File: src/rtl/dp_ctrl_pkg.sv
// dp_ctrl_pkg: shared types and constants for the dp_pipe_ctrl sequencer.
// Holds the decoded instruction bundle, stage bundle and forwarding selects.
package dp_ctrl_pkg;

    localparam int DP_NREG   = 16;
    localparam int DP_PC_REG = 15;
    localparam int DP_AW     = $clog2(DP_NREG);

    typedef logic [DP_AW-1:0] reg_t;

    localparam logic [1:0] FWD_REG = 2'b00;
    localparam logic [1:0] FWD_ALU = 2'b01;
    localparam logic [1:0] FWD_PC  = 2'b11;

    // src_used bit positions
    localparam int SRC_RN = 0;
    localparam int SRC_RM = 1;
    localparam int SRC_RS = 2;

    typedef struct packed {
        reg_t        rd;
        reg_t        rn;
        reg_t        rm;
        reg_t        rs;
        logic [2:0]  ALU_op;
        logic [1:0]  shift_op;
        logic        use_imm;
        logic [31:0] imm;
        logic [31:0] shift_imm;
        logic        use_rs;
        logic        zero_a;
        logic        no_shift;
        logic        set_flags;
        logic        wb_en;
        logic        is_load;
        logic [2:0]  src_used;
    } dp_instr_t;

    localparam int INSTR_W = $bits(dp_instr_t);

    typedef struct packed {
        logic      valid;
        dp_instr_t ins;
    } dp_stage_t;

    // True when stage s will write register src.
    function automatic logic wr_hit(input dp_stage_t s, input reg_t src);
        return s.valid & s.ins.wb_en & (s.ins.rd == src);
    endfunction

endpackage

File: src/rtl/dp_hazard_unit.sv
// dp_hazard_unit: combinational RAW detection and forwarding select logic.
// Ports: i_instr (issuing), i_ex/i_mem/i_wb (stage regs); o_sel_a/b/s, o_stall.
import dp_ctrl_pkg::*;

module dp_hazard_unit #(
    parameter int PC_REG = DP_PC_REG
) (
    input  dp_instr_t  i_instr,
    input  dp_stage_t  i_ex,
    input  dp_stage_t  i_mem,
    input  dp_stage_t  i_wb,
    output logic [1:0] o_sel_a,
    output logic [1:0] o_sel_b,
    output logic [1:0] o_sel_s,
    output logic       o_stall
);

    localparam reg_t PC = reg_t'(PC_REG);

    logic [2:0] w_hz;
    logic       w_unused;

    // Only a non-load result is available on ALU_out in EX.
    function automatic logic [1:0] fwd(
        input reg_t      src,
        input logic      pc_ok,
        input dp_stage_t ex
    );
        if (pc_ok && src == PC)
            return FWD_PC;
        if (wr_hit(ex, src) && !ex.ins.is_load)
            return FWD_ALU;
        return FWD_REG;
    endfunction

    // A load in EX, or any pending write in MEM/WB, cannot be bypassed
    // (the regfile has no write-through), so the source must wait.
    function automatic logic hazard(
        input reg_t      src,
        input logic      used,
        input logic      pc_exempt,
        input dp_stage_t ex,
        input dp_stage_t mem,
        input dp_stage_t wb
    );
        logic late;
        late = (wr_hit(ex, src) & ex.ins.is_load)
             | wr_hit(mem, src)
             | wr_hit(wb, src);
        return used & !(pc_exempt && src == PC) & late;
    endfunction

    assign o_sel_a = fwd(i_instr.rn, 1'b1, i_ex);
    assign o_sel_b = fwd(i_instr.rm, 1'b0, i_ex);
    assign o_sel_s = fwd(i_instr.rs, 1'b0, i_ex);

    assign w_hz[SRC_RN] = hazard(i_instr.rn,
                                 i_instr.src_used[SRC_RN], 1'b1,
                                 i_ex, i_mem, i_wb);
    assign w_hz[SRC_RM] = hazard(i_instr.rm,
                                 i_instr.src_used[SRC_RM], 1'b0,
                                 i_ex, i_mem, i_wb);
    assign w_hz[SRC_RS] = hazard(i_instr.rs,
                                 i_instr.src_used[SRC_RS], 1'b0,
                                 i_ex, i_mem, i_wb);

    assign o_stall = |w_hz;

    // Most instruction fields are irrelevant to hazard detection.
    assign w_unused = ^{i_instr, i_ex, i_mem, i_wb};

endmodule

File: src/rtl/dp_pipe_ctrl.sv
// dp_pipe_ctrl: in-order ISSUE/EX/MEM/WB sequencer driving datapath controls.
// Ports: handshake, flush, regfile addrs, fwd selects, EX/MEM/WB enables.
// Optional DP_PERF_CNT_EN adds retire_cnt / stall_cnt counters.
import dp_ctrl_pkg::*;

module dp_pipe_ctrl #(
    parameter int NREG   = DP_NREG,
    parameter int PC_REG = DP_PC_REG
) (
    input  logic                    clk,
    input  logic                    rst,
    input  logic                    in_valid,
    output logic                    in_ready,
    input  logic [INSTR_W-1:0]      instr,
    input  logic                    flush,
    output logic [$clog2(NREG)-1:0] A_addr,
    output logic [$clog2(NREG)-1:0] B_addr,
    output logic [$clog2(NREG)-1:0] shift_addr,
    output logic [1:0]              sel_A_in,
    output logic [1:0]              sel_B_in,
    output logic [1:0]              sel_shift_in,
    output logic                    en_A,
    output logic                    en_B,
    output logic                    en_S,
    output logic                    sel_shift,
    output logic [2:0]              ALU_op,
    output logic [1:0]              shift_op,
    output logic                    sel_A,
    output logic                    sel_B,
    output logic                    sel_post_shift,
    output logic                    en_out1,
    output logic                    en_status1,
    output logic [31:0]             imme_data,
    output logic [31:0]             shift_imme,
    output logic                    en_out2,
    output logic                    en_status2,
    output logic [$clog2(NREG)-1:0] w_addr1,
    output logic                    w_en1,
    output logic                    sel_w_data,
    output logic                    busy
`ifdef DP_PERF_CNT_EN
    ,
    output logic [31:0]             retire_cnt,
    output logic [31:0]             stall_cnt
`endif
);

    dp_instr_t  w_in;
    dp_stage_t  r_ex;
    dp_stage_t  r_mem;
    dp_stage_t  r_wb;
    logic       w_stall;
    logic       w_fire;
    logic       w_exv;
    logic [1:0] w_sel_a;
    logic [1:0] w_sel_b;
    logic [1:0] w_sel_s;

    assign w_in = dp_instr_t'(instr);

    dp_hazard_unit #(
        .PC_REG (PC_REG)
    ) u_hazard (
        .i_instr (w_in),
        .i_ex    (r_ex),
        .i_mem   (r_mem),
        .i_wb    (r_wb),
        .o_sel_a (w_sel_a),
        .o_sel_b (w_sel_b),
        .o_sel_s (w_sel_s),
        .o_stall (w_stall)
    );

    assign in_ready = !rst & !w_stall & !flush;
    assign w_fire   = in_valid & in_ready;

    // Stage advance; a flushed EX entry moves on as a bubble.
    always_ff @(posedge clk or posedge rst) begin
        if (rst) begin
            r_ex  <= '0;
            r_mem <= '0;
            r_wb  <= '0;
        end else begin
            r_wb        <= r_mem;
            r_mem       <= r_ex;
            r_mem.valid <= r_ex.valid & !flush;
            r_ex.valid  <= w_fire;
            if (w_fire)
                r_ex.ins <= w_in;
        end
    end

    // ISSUE stage
    assign A_addr     = w_in.rn;
    assign B_addr     = w_in.rm;
    assign shift_addr = w_in.rs;
    assign en_A       = w_fire;
    assign en_B       = w_fire;
    assign en_S       = w_fire & w_in.use_rs;
    assign sel_shift  = !rst & w_in.use_rs;
    assign shift_imme = w_in.shift_imm;

    // Selects are held at register-file path while in reset.
    assign sel_A_in     = rst ? FWD_REG : w_sel_a;
    assign sel_B_in     = rst ? FWD_REG : w_sel_b;
    assign sel_shift_in = rst ? FWD_REG : w_sel_s;

    // EX stage
    assign w_exv          = r_ex.valid;
    assign ALU_op         = w_exv ? r_ex.ins.ALU_op   : '0;
    assign shift_op       = w_exv ? r_ex.ins.shift_op : '0;
    assign sel_A          = w_exv & r_ex.ins.zero_a;
    assign sel_B          = w_exv & r_ex.ins.use_imm;
    assign sel_post_shift = w_exv & r_ex.ins.no_shift;
    assign imme_data      = w_exv ? r_ex.ins.imm : '0;
    assign en_out1        = w_exv;
    assign en_status1     = w_exv & r_ex.ins.set_flags;

    // MEM stage
    assign en_out2    = r_mem.valid;
    assign en_status2 = r_mem.valid & r_mem.ins.set_flags;

    // WB stage
    assign w_en1      = r_wb.valid & r_wb.ins.wb_en;
    assign w_addr1    = r_wb.valid ? r_wb.ins.rd : '0;
    assign sel_w_data = r_wb.valid & r_wb.ins.is_load;

    assign busy = r_ex.valid | r_mem.valid | r_wb.valid;

`ifdef DP_PERF_CNT_EN
    logic r_unused_perf;

    // Every valid WB entry retires, writing or not.
    always_ff @(posedge clk or posedge rst) begin
        if (rst) begin
            retire_cnt    <= '0;
            stall_cnt     <= '0;
            r_unused_perf <= 1'b0;
        end else begin
            r_unused_perf <= 1'b0;
            if (r_wb.valid)
                retire_cnt <= retire_cnt + 32'd1;
            if (in_valid & !in_ready & !flush)
                stall_cnt <= stall_cnt + 32'd1;
        end
    end
`endif

endmodule

File: config.mk
export PLATFORM = sky130hd
export DESIGN_NAME = dp_pipe_ctrl
export DESIGN_NICKNAME = d
export VERILOG_FILES = /design/src/rtl/dp_ctrl_pkg.sv /design/src/rtl/dp_hazard_unit.sv /design/src/rtl/dp_pipe_ctrl.sv
export SDC_FILE = /design/constraint.sdc
export NUM_CORES = 1
export LEC_CHECK = 0
export CAP_MARGIN = 5
export CORE_ASPECT_RATIO = 1.75
export CORE_MARGIN = 8
export CORE_UTILIZATION = 39
export CTS_BUF_LIST = sky130_fd_sc_hd__clkbuf_8
export DETAILED_ROUTE_END_ITERATION = 8
export GPL_TIMING_DRIVEN = 0
export PLACE_DENSITY = 0.82
export REMOVE_ABC_BUFFERS = 1
export SETUP_SLACK_MARGIN = 0.5
export SYNTH_ARGS = -nofsm -noshare
export SYNTH_HDL_FRONTEND = slang
export SYNTH_SLANG_ARGS = --single-unit
File: constraint.sdc
create_clock -name clk -period 2.2 [get_ports clk]
set_input_delay 0.44 -clock clk [delete_from_list [all_inputs] [get_ports clk]]
set_output_delay 0.44 -clock clk [all_outputs]
set_load 0.005 [all_outputs]
==> flow_summary.yaml <==
sta:
  finalWorstPathRequiredPeriod_ns: 2.70
  ratio_of_final_minimum_period_to_clock_period_pct: 123
  max_clock_freq_mhz: 370
  setup_viol_count_final: 52
  final_hold_viol_count: 0
  final.hold.worst_slack_ns: 0.357
  max_slew_margin_pct: 44.7
  timing.clock.skew_ns: 0.00819
  rsz0062_at_grt: "yes"
  layout_setup_ws_ns: -0.501
  max_slew.worst_pin.slew_ns: 0.828
  finalMaxSlewViolations: 0
setup_path:
  worst-path-max-fanout: 4
  r2r_slack_ns: -0.37
  critPathLaunchType: "register"
  worst_setup_path_end_kind: "primary output"
  cpMaxStageDelayCell: "dfrtp_2"
  cpMostUsedCell: "buf_6"
  worst_ep_arrival_time_ns: 2.26
  r2r_cells: 12
  crit_chain: "xnor2_2 -> nand4_1 -> o32a_1 -> o2111ai_4 -> nor4_4 -> buf_4 -> buf_6 -> buf_8 -> buf_6"
  criticalPathCategory: "register to primary output"
  critical_path_s_largest_stage_delay_ns: 0.46
  cp.required_ns: 1.76
place:
  place_ws_ns: -1.34
  routabilityCongestion: 0.905
  hpwlAfterDp_um: 8380
  port_buffers: 138
  numPlacedInstances: 497
final_layout:
  n_fill_cell: 613
  final_net_count: 542
  most_common_library_cell_in_the_layout_ignoring_fill_and_taps: "buf_6"
  antenna_cells_inserted: 0
  final_core_utilization_pct: 68.4
  layout_area_growth_over_synthesis_pct: 71.9
  instances_no_fill: 564
  layout.cells.most_common_list: "buf_6, clkdlybuf4s50_1, dfrtp_1, mux2_4, and2_4"
  fraction_of_layout_instances_using_a_drive_strength_above_1_pct: 54.6
route:
  antenna_violating_nets_post_route: 0
  remaining_drc_errors: 0
  detail_route.iter0.violations: 89
  route.detailed.vias_per_inst: 4.81
  detailedRoute.firstPassIterationCount: 4
  routed_wire_length_per_instance_um: 22.6
  via_count: 2711
  routed_wirelength_um: 12800
floorplan:
  top_level_ports: 205
  dieWidth_um: 86.9
  core-area_mm2: 0.00861
  floorplan.die.height_um: 140
  std_cell_rows: 45
  die_footprint_mm2: 0.0122
  floorplan.initialDensity_pct: 39.8
clocking:
  cts-root-to-sink-buffers: 2
  clkTransAtPathRegs_ns: 0.07
  cts.hold.buffers_added: 0
  cts-htree-levels: 3
  cts.sinks: 63
  clk_root_buffer_cell: "clkbuf_8"
  cts_tree: "yes"
  cts_buf_count: 9
  clk-insertion-delay-late_ns: 0.34
power:
  netSwitchingFraction_pct: 25.4
  worst_ir_drop_vdd_uv: 587
  switchingPower_mw: 0.919
  clock_share_of_power_pct: 29.9
  power_report.internal_total_mw: 2.70
  power.share.combinational_pct: 27.1
  power_leakage_nw: 2.67
  power_density_mw_per_mm2: 614
  power.sequential.fraction_pct: 43.0
  totalPowerFinal_mw: 3.62
synth:
  netlist_instances: 293
  seq_area_frac_synth_pct: 46.0
  yosysUniqueCellTypes: 26
  yosysWarningCount: 0
  synth-seq-cells: 63
  syn_avg_cell_area_um2: 11.7
  netlist_area_mm2: 0.00343
global_route:
  globalRoute.totalOverflow: 0
  gr-usage-all-layers_pct: 21.0
  grt_max_degree: 39
  first_global_vias: 3153
  grt_pass1_wl_um: 18700
  grt_antenna_before_repair: 0
hold_path:
  timing.hold.worst_path_depth: 0
  hold_class: "register to register"
status:
  violations: "negative setup slack"
  outcome: "complete, but fails checks"
job:
  drv.max_cap_violation_count: 0
routing by layer:
layer / GRT usage [%] / share of wire [%] / up-vias
met5: 4.07 / 0.38 / -
met3: 10.3 / 11 / 17
met2: 34.4 / 49 / 132
met1: 22.6 / 38 / 1343
li1: - / - / 1217
met4: 6.67 / 2.0 / 2
per-stage QoR:
step	setup TNS, ns	area [um2]
after CTS	-11.11	5730
after global routing	-20.78	5890
after detailed placement	-50.98	4610
final	-16.32	5890
after global placement	-223.43	4540
after floorplan	-71.38	3010
final cells by class:
class	count	area (um2)	area share, %
inverters	3	11.3	0.191
well taps	117	146	2.48
clock buffers	10	138	2.34
flip-flops and latches	63	1590	26.9
repair buffers	195	2180	37.0
multi-input cells	171	1750	29.8
clock inverters	5	73.8	1.25
synthesized netlist by cell type:
library cell	number	area [um2]
nor2_1	6	22.5
o22a_1	1	8.76
o21ai_0	1	5.00
mux2_4	10	150
o41ai_1	1	8.76
nand4_1	7	43.8
o22ai_1	1	6.26
clkbuf_1	5	18.8
dfrtp_1	63	1580
buf_8	1	15.0
conb_1	1	3.75
o32a_1	1	10.0
nor2b_1	2	12.5
nor4_4	1	21.3
and2_1	49	307
mux2_2	37	417
nand3_1	6	30.0
buf_4	50	375
xnor2_1	24	210
or3_1	2	12.5
o2111ai_2	1	15.0
inv_1	3	11.3
nor3_1	4	20.0
buf_6	1	11.3
xor2_1	12	105
nand2_1	3	11.3
repair_timing:
item / 4_1_cts / 5_1_grt
setup endpoints to repair: 120 / 102
gates resized for setup: 418 / 42
pin swaps: 21 / 5
cloned: 7 / 0
buffers inserted: 40 / 5
state kept, by name, indices dropped and copies added (netlist names):
| name | cells |
|---|---|
| en_out1 | 1 |
| en_out2 | 1 |
| r_ex | 47 |
| r_mem | 7 |
| r_wb | 7 |
final timing paths:
kind,startpoint,to
worst max-delay path,r_ex[93],en_A
worst min-delay path,r_mem[3],r_wb[3]
worst max register to register,r_ex[93],r_ex[63]
worst min register to register,r_mem[3],r_wb[3]
max in group asynchronous,rst,r_ex[92]
min in group asynchronous,rst,r_wb[95]
kinds of logic after synthesis:
family	count (synthesis)	synth area share [%]
xor gates and xnor gates	36	9.20
other	1	0.109
muxes	47	16.5
DFF	63	46.0
AOI/OAI and AO/OA	6	1.57
buffers and inverters	60	12.6
and+or+nand+nor	80	14.0
critical path: cells and delay by family (launching register included):
family                 cells  cell delay, ns
AO/OA/AOI/OAI              2            0.36
XOR/XNOR                   1            0.15
buffers and inverters      4            0.46
flip-flops                 1            0.46
AND/OR/NAND/NOR            2            0.49
power groups by stage:
stage                     clock [mW]  combinational [mW]  sequential, mW
after floorplan                    0               0.380            1.50
after global placement             0               0.669            1.54
after detailed placement           0               0.700            1.55
after CTS                       1.12               0.930            1.54
after global routing            1.17                1.05            1.58
final                           1.08               0.980            1.55
Power figures use the tool's default switching activity.
